<file path="config.mk">
export PLATFORM = sky130hd
export DESIGN_NAME = wb_stage
export DESIGN_NICKNAME = d
export VERILOG_FILES = /design/src/rtl/wb_stage.sv
export SDC_FILE = /design/constraint.sdc
export NUM_CORES = 1
export LEC_CHECK = 0
export BUFFER_PORTS_ARGS = -buffer_cell sky130_fd_sc_hd__buf_4
export CAP_MARGIN = 30
export CORE_UTILIZATION = 30
export DETAILED_ROUTE_END_ITERATION = 7
export PLACE_DENSITY = 0.64
export SLEW_MARGIN = 20
export SYNTH_ARGS = -nofsm -noshare
export SYNTH_HDL_FRONTEND = slang
export SYNTH_SLANG_ARGS = --single-unit
</file>
<file path="constraint.sdc">
create_clock -name clock -period 1.2 [get_ports clock]
set_input_delay 0.12 -clock clock [delete_from_list [all_inputs] [get_ports clock]]
set_output_delay 0.12 -clock clock [all_outputs]
set_load 0.03 [all_outputs]
</file>
<file path="src/rtl/wb_stage.sv">
// Write-back stage: formats load data, selects the write-back value
// combinationally, and registers the register-file write port for the next cycle.
module wb_stage #(
  parameter int DATA_WIDTH     = 16,
  parameter int REG_ADDR_WIDTH = 3
) (
  input  logic                      clock,
  input  logic                      reset,
  input  logic                      MemtoReg,
  input  logic [DATA_WIDTH-1:0]     dataReadMEM,
  input  logic [DATA_WIDTH-1:0]     resultALU,
  input  logic [1:0]                memSize,
  input  logic                      RegWrite,
  input  logic [REG_ADDR_WIDTH-1:0] writeRegIn,
  output logic [DATA_WIDTH-1:0]     outputWB,
  output logic                      wbWriteEn,
  output logic [REG_ADDR_WIDTH-1:0] wbWriteAddr,
  output logic [DATA_WIDTH-1:0]     wbWriteData
);

  // Byte loads take the low byte only; full-width loads pass straight through.
  function automatic logic [DATA_WIDTH-1:0] formatLoad(
    input logic [DATA_WIDTH-1:0] rawData,
    input logic [1:0]            loadSize
  );
    logic [DATA_WIDTH-1:0] formatted;
    case (loadSize)
      2'b00:   formatted = rawData;
      2'b01:   formatted = {{(DATA_WIDTH-8){rawData[7]}}, rawData[7:0]};
      2'b10:   formatted = {{(DATA_WIDTH-8){1'b0}}, rawData[7:0]};
      2'b11:   formatted = rawData;
      default: formatted = rawData;
    endcase
    return formatted;
  endfunction

  logic [DATA_WIDTH-1:0] memFormatted_s;
  logic                  writeEnNext_s;

  // Select the write-back value; no clock or reset dependence so it stays zero latency.
  always_comb begin
    memFormatted_s = formatLoad(dataReadMEM, memSize);
    if (MemtoReg) begin
      outputWB = memFormatted_s;
    end else begin
      outputWB = resultALU;
    end
  end

  // Register 0 is hard-wired, so a write aimed at it is suppressed here.
  always_comb begin
    writeEnNext_s = 1'b0;
    if (writeRegIn != {REG_ADDR_WIDTH{1'b0}}) begin
      writeEnNext_s = RegWrite;
    end else begin
      writeEnNext_s = 1'b0;
    end
  end

  // Capture the write port every cycle; synchronous active-low reset clears it.
  always_ff @(posedge clock) begin
    if (!reset) begin
      wbWriteEn   <= 1'b0;
      wbWriteAddr <= {REG_ADDR_WIDTH{1'b0}};
      wbWriteData <= {DATA_WIDTH{1'b0}};
    end else begin
      wbWriteEn   <= writeEnNext_s;
      wbWriteAddr <= writeRegIn;
      wbWriteData <= outputWB;
    end
  end

endmodule

</file>
# ---- Yosys cells after proc, flatten, opt, wreduce, memory -nomap -nowiden
# Cells that the tools add are included.
dict set report word_totals {
  regBits 20
  latchBits 0
  ram_bits 0
  romBits 0
  in_bits 41
  out_inout_bits 36
  wordCells 12
  mem_count 0
}
dict set report classes {
  n_addsub 0
  n_mul 0
  div 0
  magnitude_cmp 0
  n_eq_ne 3
  shifts 0
  muxes 2
  bitwise 0
  n_reduce_logical 4
}
# cell n
set ops {}
lappend ops {{$pmux 16 s3} 1}
lappend ops {{$mux 16} 1}
lappend ops {{$eq 2x2->1 const B} 2}
lappend ops {{$reduce_bool 3->1} 1}
lappend ops {{$eq 2x1->1 const B} 1}
lappend ops {{$logic_not 2->1} 1}
lappend ops {{$reduce_and 2->1} 1}
lappend ops {{$reduce_or 2->1} 1}

# ---- Depth between registers and ports, before layout
dict set report logic_depth {
  ltp_word 4
  mapped_depth 5
}

# ---- Worst setup path before layout
# No wires, ideal clock.
dict set report synth_timing {
  path_kind {input to output}
  start {input port memSize[1]}
  end {output port outputWB[10]}
  arrival_ns 1.253
  setup_slack_ns -0.173
  cell_stages 5
  path_cell_list {inv_1 ha_1 clkbuf_1 nand3b_1 a21oi_1}
}
dict set report synth_between {
  elab_chain_cells 4
  elab_cells_between_ends 7
  classes_between {eq/ne (3); mux (2); reduce/logical (2)}
}
# element line
set synth_rtl {}
lappend synth_rtl {{start: declaration} 12} ;# input logic [1:0] memSize,
lappend synth_rtl {{$eq 2x2->1 / $logic_not 2->1 (equally long branches)} 27} ;# case (loadSize)
lappend synth_rtl {{$reduce_or 2->1 (no line)} --}
lappend synth_rtl {{$pmux 16 s3 (*)} 27}
lappend synth_rtl {{$mux 16 (*)} 43} ;# if (MemtoReg) begin
lappend synth_rtl {{end: declaration} 15} ;# output logic [DATA_WIDTH-1:0] outputWB,
# Every way passes the cells marked *; elsewhere a longest branch is shown, timed or not. The select of a mux whose other input is x is not followed.

# ---- Worst setup path in the final report
dict set report layout_timing {
  start {input port memSize[0]}
  end {output port outputWB[8]}
}
# The elaborated chain is that of the path after synthesis.

==> flow_summary.json <==
{
  "outcome": "finished clean",
  "ios": 77,
  "port_buffers": 76,
  "cts_buffers": 3,
  "leakagePower_nw": 0.766,
  "maxSlewViolCount": 0,
  "cts_sinks": 20,
  "path_cells": "buf_4 > ha_4 > nand3b_1 > a21oi_4 > buf_6",
  "min_period_ns": 1.16,
  "drive_above_1_share_pct": 62.3,
  "core_mm2": 0.00276,
  "dieWidth_um": 56.0,
  "netlist.area_leader.share_pct": 45.8,
  "slowest_stage": "ha_4",
  "rows": 19,
  "grt_pass1_vias": 903,
  "critPathKind": "in -> out",
  "dp_cells": 194,
  "regArea_um2": 400,
  "ys_types": 17,
  "grt_max_degree": 21,
  "grt_pass1_wl_um": 3930,
  "yosysWarnings": 0,
  "syn_nets": 132,
  "routedWlPerCell_um": 12.6,
  "ant_nets": 0,
  "cts_hold_buf": 0,
  "critPathTopFamily": "adder cells",
  "firstDrtPassIters": 4,
  "cp-end-kind": "output port",
  "critical_path_required_ns": 1.08,
  "seq_area_frac_synth_pct": 45.8,
  "routed_wl_um": 2500,
  "drcViolationCount": 0,
  "multi_input_area_um2": 519,
  "grt_overflow": 0,
  "layout-area-overhead-vs-synth_pct": 86.7,
  "vias_per_cell": 4.60,
  "die_y_um": 56.0,
  "max_cap_violations": 0,
  "finalCritPeriodShare_pct": 96.4,
  "place.gp.congestion": 0.803,
  "drt_iter0_drc": 10,
  "clockBufferDepth": 2,
  "n_fill_cell": 249,
  "antenna_found_initial": 0,
  "setup_viol_count_final": 0,
  "final_common_cell": "buf_4",
  "synthesis.area_um2": 873,
  "dpl.hpwl_um": 1990,
  "slew_headroom_pct": 85.0,
  "crit_path_start": "memSize[0]",
  "tightestPinTransition_ns": 0.224,
  "fin_nets": 210,
  "clock.fmax_mhz": 864,
  "vdd_drop_max_uv": 778,
  "cts-root-buf": "clkbuf_4",
  "yosysTopAreaCell": "dfxtp_1",
  "arrival_ns": 1.04,
  "rsz0062_at_grt": "false",
  "crit_path_max_incr_delay_ns": 0.30,
  "track_usage_pct": 15.7,
  "worstHoldStart": "writeRegIn[2]",
  "cts-htree-levels": 1,
  "n_antenna_cell": 0,
  "vias": 910,
  "synth_area_per_cell_um2": 9.70,
  "tritoncts": "done",
  "powerDensity_mw_per_mm2": 1100,
  "p_total_mw": 1.79,
  "finalHoldViolations": 0,
  "clkSlewWorstSetupHoldPaths_ns": 0.11,
  "dieArea_mm2": 0.00313,
  "fin_cells": 198,
  "synthTopCellsByArea": "dfxtp_1, a21oi_1, and2_1",
  "synth-seq-cells": 20,
  "path_max_fanout": 8,
  "cp.buffers_inverters": 2,
  "start_util_pct": 31.7,
  "synth_cells": 90,
  "worstHoldPathType": "in -> reg",
  "final_cell_mix": "buf_4, dfxtp_1, and2_1",
  "start_kind": "input pin"
}
-- cell type report --
type | instances | share of cell area, %
flip-flops and latches | 20 | 24.6
clock buffers | 4 | 2.23
multi-input cells | 62 | 31.8
well taps | 31 | 2.38
repair buffers | 80 | 38.8
inverters | 1 | 0.230
-- per-layer routing --
layer,global-route usage (%),vias to the layer above,wire (µm)
met3,1.63,2,80
met2,29.6,26,1390
li1,-,463,-
met1,18.3,419,1020
met5,0,-,0
met4,5.23,0,21
-- through the flow --
| stage | cell area (µm²) | hold slack [ns] | setup TNS, ns | setup WS, ns | util, % |
|---|---|---|---|---|---|
| after floorplan | 956 | 0.242 | -0.0121 | -0.0121 | - |
| after global placement | 1560 | 0.341 | -0.763 | -0.0883 | 56.4 |
| after detailed placement | 1560 | 0.342 | -0.906 | -0.139 | 56.4 |
| after CTS | 1610 | 0.0253 | 0 | 0.00868 | 58.3 |
| after global routing | 1630 | 0.0241 | 0 | 0.0146 | 59.1 |
| final | 1630 | 0.0368 | 0 | 0.0431 | 59.1 |
-- final timing paths --
check              to  depth (start not counted)
min    wbWriteAddr[2]                          2
max       outputWB[8]                          5
-- state kept, by name, indices dropped and copies added, names as in the netlist --
register and count:
wbWriteAddr 3, wbWriteEn 1, wbWriteData 16
-- cell usage after synthesis --
cell type and instances:
buf_6 1, mux2_2 5, nor2_1 8, nand3b_1 8, mux2_4 3, o21ai_0 8
dfxtp_1 20, and2_1 10, ha_1 1, o311a_1 1, buf_4 2, clkbuf_1 3
a21boi_2 1, inv_1 1, buf_8 1, a21oi_1 16, and2_4 1
-- cell families (layout without fill, tap and decap cells) --
group | count (synthesis) | count (layout) | synth area share (%)
buffers and inverters | 8 | 85 | 6.45
DFF | 20 | 20 | 45.8
AOI/OAI and AO/OA | 26 | 26 | 16.2
adders and majority gates | 1 | 1 | 1.43
and+or+nand+nor | 27 | 27 | 18.5
muxes | 8 | 8 | 11.6
-- power by group --
| group | leakage (nW) | switching (mW) | internal [mW] |
|---|---|---|---|
| registers | 0.167 | 0.0122 | 0.709 |
| logic | 0.579 | 0.366 | 0.319 |
| clock network | 0.0210 | 0.202 | 0.185 |
| total | 0.766 | 0.580 | 1.21 |
-- timing repair --
item	4_1_cts	5_1_grt
gates resized for setup	3	6
pin swaps	1	7
endpoints found under the setup margin	8	7
cloned	0	0
buffers inserted	0	0
hold endpoints to repair	0	0
Note: power is estimated with default switching activity, not from simulation.
